==> src/rtl/accel_pkg.sv <==
// Shared definitions for the key-queue write arbiter: default widths and FSM encoding.
package accel_pkg;

    localparam int DEF_NREQ  = 3;
    localparam int DEF_KEY_W = 32;

    typedef enum logic [1:0] {
        IDLE  = 2'd0,
        RUN   = 2'd1,
        DRAIN = 2'd2
    } arb_state_t;

endpackage

==> src/rtl/key_write_arbiter_rr_pick.sv <==
// Combinational round-robin selector: first eligible requester at or after ptr.
module rr_pick #(
    parameter int NREQ  = 3,
    parameter int PTR_W = (NREQ > 1) ? $clog2(NREQ) : 1
) (
    input  logic [NREQ-1:0]  eligible,
    input  logic [PTR_W-1:0] ptr,
    output logic             grant_valid,
    output logic [PTR_W-1:0] grant_idx
);

    int               cand;
    logic [PTR_W-1:0] candIdx;

    // Scan from the farthest offset down so the nearest eligible unit wins.
    always_comb begin
        grant_valid = 1'b0;
        grant_idx   = '0;
        cand        = 0;
        candIdx     = '0;
        for (int k = NREQ - 1; k >= 0; k--) begin
            cand = int'(ptr) + k;
            if (cand >= NREQ) begin
                cand = cand - NREQ;
            end
            candIdx = PTR_W'(cand);
            if (eligible[candIdx]) begin
                grant_valid = 1'b1;
                grant_idx   = candIdx;
            end
        end
    end

endmodule

==> src/rtl/key_write_arbiter.sv <==
// Arbitrates search-unit key writes into a shared key queue with round-robin fairness.
module key_write_arbiter
    import accel_pkg::*;
#(
    parameter int NREQ  = DEF_NREQ,
    parameter int KEY_W = DEF_KEY_W
) (
    input  logic                  clk,
    input  logic                  rst,
    input  logic                  start,
    input  logic                  stop,
    input  logic [NREQ-1:0]       req,
    input  logic [NREQ*KEY_W-1:0] key_in,
    input  logic                  q_full,
    input  logic                  q_afull,
    output logic [NREQ-1:0]       ack,
    output logic [KEY_W-1:0]      q_din,
    output logic                  q_wr_en,
    output logic                  busy,
    output logic                  done,
    output logic [15:0]           key_count
);

    localparam int PTR_W = (NREQ > 1) ? $clog2(NREQ) : 1;

    arb_state_t       state;
    arb_state_t       stateNext;
    logic [PTR_W-1:0] ptr;
    logic [PTR_W-1:0] grantIdx;
    logic             grantValid;
    logic             grantFire;
    logic             runStart;
    logic [NREQ-1:0]  eligible;

    function automatic logic [15:0] satInc(input logic [15:0] v);
        return (v == 16'hFFFF) ? v : v + 16'd1;
    endfunction

    // A unit whose ack is showing still has req high; masking it avoids a double grant.
    assign eligible = req & ~ack;
    assign busy     = (state != IDLE);

    rr_pick #(
        .NREQ (NREQ),
        .PTR_W(PTR_W)
    ) uPick (
        .eligible   (eligible),
        .ptr        (ptr),
        .grant_valid(grantValid),
        .grant_idx  (grantIdx)
    );

    always_comb begin
        stateNext = state;
        runStart  = 1'b0;
        grantFire = 1'b0;
        done      = 1'b0;
        unique case (state)
            IDLE: begin
                if (start && !stop) begin
                    stateNext = RUN;
                    runStart  = 1'b1;
                end
            end
            RUN: begin
                grantFire = grantValid && !q_full && !(q_afull && q_wr_en);
                if (stop) begin
                    stateNext = DRAIN;
                end
            end
            DRAIN: begin
                // Only the stop-cycle grant can be outstanding, and it lands on q_wr_en now.
                stateNext = IDLE;
                done      = 1'b1;
            end
            default: stateNext = IDLE;
        endcase
    end

    // Grant stage -> queue write stage (one-cycle latency)
    always_ff @(posedge clk or posedge rst) begin
        if (rst) begin
            state     <= IDLE;
            ptr       <= '0;
            ack       <= '0;
            q_wr_en   <= 1'b0;
            q_din     <= '0;
            key_count <= '0;
        end else begin
            state   <= stateNext;
            q_wr_en <= grantFire;
            ack     <= grantFire ? (NREQ'(1) << grantIdx) : '0;
            if (grantFire) begin
                q_din <= key_in[int'(grantIdx)*KEY_W +: KEY_W];
                ptr   <= (grantIdx == PTR_W'(NREQ - 1)) ? '0 : grantIdx + 1'b1;
            end
            if (runStart) begin
                key_count <= '0;
            end else if (q_wr_en) begin
                key_count <= satInc(key_count);
            end
        end
    end

endmodule

==> config.mk <==
export PLATFORM = sky130hd
export DESIGN_NAME = key_write_arbiter
export DESIGN_NICKNAME = d
export VERILOG_FILES = /design/src/rtl/accel_pkg.sv /design/src/rtl/key_write_arbiter_rr_pick.sv /design/src/rtl/key_write_arbiter.sv
export SDC_FILE = /design/constraint.sdc
export NUM_CORES = 1
export LEC_CHECK = 0
export CAP_MARGIN = 20
export CORE_ASPECT_RATIO = 0.9
export CORE_MARGIN = 2
export CORE_UTILIZATION = 35
export DETAILED_ROUTE_END_ITERATION = 12
export PLACE_DENSITY = 0.75
export SLEW_MARGIN = 20
export SYNTH_ARGS = -nofsm -noshare
export SYNTH_HDL_FRONTEND = slang
export SYNTH_SLANG_ARGS = --single-unit
==> constraint.sdc <==
create_clock -name clk -period 2.1 [get_ports clk]
set_input_delay 0.525 -clock clk [delete_from_list [all_inputs] [get_ports clk]]
set_output_delay 0.525 -clock clk [all_outputs]
set_load 0.01 [all_outputs]
======== Yosys cells after proc, flatten, opt, wreduce, memory -nomap -nowiden ========
Cells that the tools add are included.
W data, S select, Z words.
cells by class
  $add $sub $neg .......................... 7
  order comparisons ....................... 6
  equality and inequality tests ........... 7
  shifts and indexed selects .............. 2
  multiplexer cells ....................... 27
  bitwise logic cells ..................... 2
  reductions and logical operators ........ 12
operators with widths
  kind                     count
  $shiftx A96 B8 Y32       1
  $mux W16                 3
  $mux W2                  9
  $add A16 B1 Y16 const B  1
  $eq A16 B16 Y1 const B   1
  $mux W1                  10
  $lt A2 B3 Y1 const B     3
  $bmux W1 S2              3
  $ge A3 B2 Y1 const B     2
  $ne A2 B2 Y1 const B     3
  $eq A2 B2 Y1 const B     2
  $logic_and A1 B1 Y1      4
  $pmux W2 S2              1
  $reduce_and A2 Y1        2
  $reduce_bool A2 Y1       2
  $sub A2 B1 Y2 const B    2
  $add A2 B1 Y3 const B    1
  $add A2 B2 Y3 const B    1
  $and A3 B3 Y3            1
  $logic_not A1 Y1         3
  $mux W3                  1
  $not A3 Y3               1
  $shl A1 B2 Y3 const A    1
  $add A2 B1 Y2 const B    1
  other kinds (4)          4
word-level totals
  register bits ........................... 56
  bits of input ports ..................... 105
  word-level logic and storage cells ...... 69

======== Longest topological paths before layout ========
Gate-level depths: netlist of the first run.
  word-level depth ........................ 12
  gate-level depth with buffers ........... 11
  mapped depth without buffers ............ 8

======== Hierarchy ========
Synthesis of the first run repeated with hierarchy kept, for this count alone.
unflattened totals
  cell total of the unflattened synthesis .. 361
  area total of the unflattened synthesis .. 3145.5 um^2
by module, submodules not included
  module             times used  cells each  area each (um^2)  seq. area each (um^2)
  key_write_arbiter  1           334         2954.1            1401.3
  rr_pick            1           27          191.4             0.0

======== Worst setup path after synthesis of the first run ========
No wires, ideal clock.
  kind .................................... register to register
  start ................................... register ptr[0]
  end ..................................... register q_din[0]
  data arrival time ....................... 2.089 ns
  required time ........................... 1.970 ns
  slack ................................... -0.119 ns
  stages on the path, launching flop included .. 11
  path buffers ............................ 3
  period minus slack after synthesis ...... 2.219 ns
  cell sequence ........................... dfrtp_1 -> inv_1 -> ha_1 -> buf_2 -> or3b_2 -> a21oi_1 -> o41ai_4 -> inv_2 -> buf_2 -> buf_2 -> a21oi_1
between the ends
  word-level cells in the longest chain between the ends .. 11
  elaborated cells on any way between the ends .. 27
  those cells by class .................... 5 x add/sub; 3 x order compare; 1 x shift; 16 x mux; 2 x reduce/logical
RTL lines
  item                                                  line                                                              source
  from (decl)                                           key_write_arbiter.sv:28                                           logic [PTR_W-1:0] ptr;
  from (signal assigned)                                key_write_arbiter.sv:95                                           ptr <= (grantIdx == PTR_W'(NREQ - 1)) ? '0 : grantIdx + 1'b1;
  $add A2 B2 Y3                                         key_write_arbiter_rr_pick.sv:22                                   cand = int'(ptr) + k;
  $ge A3 B2 Y1 / $sub A2 B1 Y2 (equally long branches)  key_write_arbiter_rr_pick.sv:23, key_write_arbiter_rr_pick.sv:24
  $mux W2                                               key_write_arbiter_rr_pick.sv:23                                   if (cand >= NREQ) begin
  $bmux W1 S2                                           key_write_arbiter_rr_pick.sv:27                                   if (eligible[candIdx]) begin
  $mux W1 (implied by the code)                         key_write_arbiter_rr_pick.sv:27
  $mux W1 (2 in series)                                 key_write_arbiter_rr_pick.sv:27
  $mux W1 (*)                                           key_write_arbiter_rr_pick.sv:27
  $logic_and A1 B1 Y1 (*) (2 in series)                 key_write_arbiter.sv:66                                           grantFire = grantValid && !q_full && !(q_afull && q_wr_en);
  $mux W1 (*)                                           key_write_arbiter.sv:58                                           unique case (state)
  named net grantFire                                   key_write_arbiter.sv:31                                           logic grantFire;
  to (signal assigned)                                  key_write_arbiter.sv:94                                           q_din <= key_in[int'(grantIdx)*KEY_W +: KEY_W];
  to (decl)                                             key_write_arbiter.sv:17                                           output logic [KEY_W-1:0] q_din,
The timed path passes the listed nets; every way through them passes the cells marked *. The select of a mux whose other input is x is not followed.
A chain may end at the register's enable or synchronous reset.

======== Worst setup path in the final report of the first run ========
  start ................................... register ptr[0]
  end ..................................... register q_din[5]
between the ends
  word-level cells in the longest chain between the ends .. 11
  elaborated cells on any way between the ends .. 27
  those cells by class .................... 5 x add/sub; 3 x order compare; 1 x shift; 16 x mux; 2 x reduce/logical
RTL lines
  item
  branches (longest 11 deep; another with $add A2 B2 Y3)
Parallel ways; which one is timed is not known. The select of a mux whose other input is x is not followed.

==> results of run 1 <==
## critical path: cells and delay by family, from the launching register on
kind	cells	cell delay (ps)
flip-flops	1	450
buffers and inverters	2	320
adder cells (fa/ha/maj)	1	180
AND/OR/NAND/NOR	2	760
AO/OA/AOI/OAI	2	450
## layout by cell type (no fill, tap or decap), drive strengths merged, types with 7 or more instances in the layout
| cell | n |
|---|---|
| a21oi | 19 |
| a222oi | 32 |
| buf | 42 |
| clkdlybuf4s50 | 157 |
| dfrtp | 56 |
| inv | 7 |
| nand2 | 25 |
| nand3 | 7 |
| nor2 | 30 |
| o21ai | 25 |
## per-stage QoR
step | hold WS, ps | TNS (ps) | instance area, um^2 | setup slack, ps
after floorplan | 452 | -88.4 | 2920 | -10.9
after global placement | 461 | -17340 | 4850 | -568
after detailed placement | 473 | -19090 | 4850 | -601
after CTS | 429 | -4520 | 5210 | -189
after global routing | 439 | -7150 | 5230 | -266
final | 431 | -4760 | 5230 | -204
## area by class of cell
cell class              count  share of cell area
clock buffers               6              0.0158
repair buffers            200               0.406
multi-input cells         208               0.278
flip-flops and latches     56               0.268
clock inverters             2             0.00192
well taps                  99              0.0237
inverters                   7             0.00551
## how the worst max path moves through the flow
| stage | start | end | slack [ps] | cells past startpoint |
|---|---|---|---|---|
| 6_report | ptr[0]$_DFFE_PP0P_ | q_din[5]$_DFFE_PP0P_ | -200 | 7 |
| 5_1_grt | ptr[0]$_DFFE_PP0P_ | q_din[13]$_DFFE_PP0P_ | -270 | 6 |
| 4_1_cts | ptr[0]$_DFFE_PP0P_ | q_din[9]$_DFFE_PP0P_ | -190 | 7 |
| 3_5_place_dp | req[2] | q_din[17]$_DFFE_PP0P_ | -600 | 7 |
| 3_3_place_gp | req[2] | q_din[17]$_DFFE_PP0P_ | -570 | 7 |
| 2_1_floorplan | ptr[0]$_DFFE_PP0P_ | q_din[19]$_DFFE_PP0P_ | -10 | 8 |
## repair_timing
item,CTS,global route
endpoints found under the setup margin,38,38
pin swaps,7,6
gates resized for setup,23,4
buffers inserted,5,1
cloned,5,0
hold endpoints to repair,0,0
## power by group through the flow
| stage | Combinational [mW] | Sequential (mW) | Clock (mW) |
|---|---|---|---|
| 2_1_floorplan | 1.39 | 1.79 | 0 |
| 3_3_place_gp | 3.03 | 1.65 | 0 |
| 6_report | 3.48 | 1.65 | 0.612 |
| 5_1_grt | 3.70 | 1.70 | 0.678 |
| 3_5_place_dp | 3.09 | 1.66 | 0 |
| 4_1_cts | 3.43 | 1.65 | 0.633 |
## layer usage
metal | vias to the layer above | routed length (um)
met5 | - | 0
met3 | 12 | 693
met4 | 0 | 169
li1 | 1488 | -
met1 | 1524 | 4260
met2 | 131 | 5150
## cell families (layout without fill, tap and decap cells)
logic type / count (synthesis) / count (layout) / synth area share
buffers and inverters: 26 / 215 / 0.0393
adder cells (fa/ha/maj): 3 / 3 / 0.0131
AO/OA/AOI/OAI: 90 / 90 / 0.235
flip-flops: 56 / 56 / 0.489
multiplexers: 2 / 2 / 0.00698
XOR/XNOR: 10 / 10 / 0.0306
AND/OR/NAND/NOR: 103 / 103 / 0.186
## sequential cells by signal, indices dropped and copies added, names as in the netlist
name / count
ack: 3
key_count: 16
ptr: 2
q_din: 32
q_wr_en: 1
state: 2
==> results.txt, run 1 <==
Power per standard cell area -> 1100 nW/um^2
Cell taking the most area after synthesis -> sky130_fd_sc_hd__dfrtp_1
Number of buffers created by CTS -> 5
Net switching share of the total power -> 0.375
Clock insertion delay at the later pin of the skew report -> 300 ps
Period utilization -> 1.10
Outcome -> finished, violations left
Instance count of the mapped netlist -> 290
Post-detailed-route count of antenna-violating nets -> 0
Kind of end point of the critical path -> flop
Final Setup Violations -> 34
Largest net degree at the start of global routing -> 50
Clock network power share -> 0.107
Critical path peak fanout -> 23
Initial core utilization -> 0.359
Sequential cell area in the final layout -> 1400 um^2
NumNets Final -> 586
I/O Pins -> 159
Total track usage -> 0.232
Antenna fix cells -> 0
Endpoint of the worst-slack reg-to-reg timing path -> q_din[5]$_DFFE_PP0P_
Share of power burned in combinational logic -> 0.606
Final non-filler cell total -> 578
Layout area overhead -> 82.3%
Portion of synthesized cell area occupied by the leading cell type -> 0.489
Seq/Total Area, Yosys -> 0.489
Data arrival time of the critical path -> 2480 ps
Worst hold-check path type -> in2async
Synthesized flop and latch total -> 56
Length in cells of the worst reg-to-reg path -> 7
Via count of the first global-routing pass -> 3248
Initial antenna violation count -> 0
Ratio of cells with drive above 1 in the final layout -> 0.152
Global-route wire length before repair -> 16500 um
DR vias -> 3155
DRC violation total after the first TritonRoute iteration -> 304
Number of levels in the clock H-tree -> 2
Multi-input logic area -> 1460 um^2
Internal power -> 3.59 mW
Clock tree from TritonCTS -> yes
Routing usage on met1 -> 0.310
Number of distinct library cells after synthesis -> 45
Met3 track demand over resource -> 0.0513
Number of buffers added to fix hold violations after cts -> 0
Reported max-cap violation count -> 0
Most congested layer reported by global routing -> met2
Clock root buffer -> sky130_fd_sc_hd__clkbuf_8
Post-layout power -> 5.74 mW
Failing checks -> negative setup slack
Most frequent cell on the critical path -> sky130_fd_sc_hd__buf_12
Leading register cell type out of synthesis -> sky130_fd_sc_hd__dfrtp_1
Clk slew on worst S/H paths -> 100 ps
Avg Synthesized Cell Area -> 9.88 um^2
Core occupancy in the finished layout -> 0.654
Leakage dissipation -> 2.14 nW
Die height -> 89.9 um
Routed via count divided by cell count -> 5.46
Cell with the most instances after synthesis -> sky130_fd_sc_hd__dfrtp_1
R2r startpoint -> ptr[0]$_DFFE_PP0P_
Wire per inst -> 17.8 um
Total number of yosys warnings -> 0
Fill cell instance count of the final layout -> 666
Register-to-register setup slack -> -200 ps
Post-DP HPWL -> 7240 um
Clock Sink Count -> 56
Die span in x -> 99.4 um
Top cells by area in the synthesized netlist -> sky130_fd_sc_hd__dfrtp_1 49%, sky130_fd_sc_hd__a222oi_1 11%, sky130_fd_sc_hd__nor2_1 3.9%, sky130_fd_sc_hd__a21oi_1 3.3%, sky130_fd_sc_hd__nand2_1 3.3%
Slew @ Worst Pin -> 696 ps
Leading post-synthesis cells by instance count -> 56 x sky130_fd_sc_hd__dfrtp_1, 32 x sky130_fd_sc_hd__a222oi_1, 30 x sky130_fd_sc_hd__nor2_1, 25 x sky130_fd_sc_hd__nand2_1, 19 x sky130_fd_sc_hd__a21oi_1
Final Hold Vio Count -> 0
Net count after synthesis -> 398
Overflow left after global routing -> 0
Met2 track demand over resource in global routing -> 0.385
Weighted congestion at the end of routability-driven global placement -> 0.849
Post-route minimum period -> 2300 ps
Clk buf depth -> 2
Number of placed instances, taps included -> 559
Required time worst endpoint -> 2280 ps
1st-pass router iterations -> 10
Slowest stage delay, CP -> 540 ps
DRC viols -> 0
Kind of critical path -> reg2reg
Count of pins over their slew limit -> 0
Cell type of the slowest stage on the worst timing path -> sky130_fd_sc_hd__or4b_4
RSZ-0062 raised after global routing -> true
Std cell rows -> 31
Netlist area before placement -> 2870 um^2
Core Area -> 7990 um^2
Launching element type of the critical path -> flop
Max Clock Skew -> 8.74 ps
Sequential power share -> 0.288
Post-synth EDFFs -> 0
Net Switching -> 2.15 mW
Total Wirelength -> 10300 um
Slack of the critical path -> -204 ps
Max IR drop VDD -> 0.000570 V
Upper clock frequency limit -> 434 MHz
Relative slew slack -> 0.534
Port Buffers -> 158
Ys async rst share -> 1.00
Die area -> 8930 um^2
Critical-path cell list -> ha_4, or4b_4, and4b_1, buf_12, buf_12, a222oi_1, a21oi_1
(Power assumes the default switching activity.)
==> inputs of run 2 (changes only) <==
Settings changed: ABC_AREA set to 0.
==> results of run 2 <==
No change in the layout: final DEF, timing and power equal those of run 1.
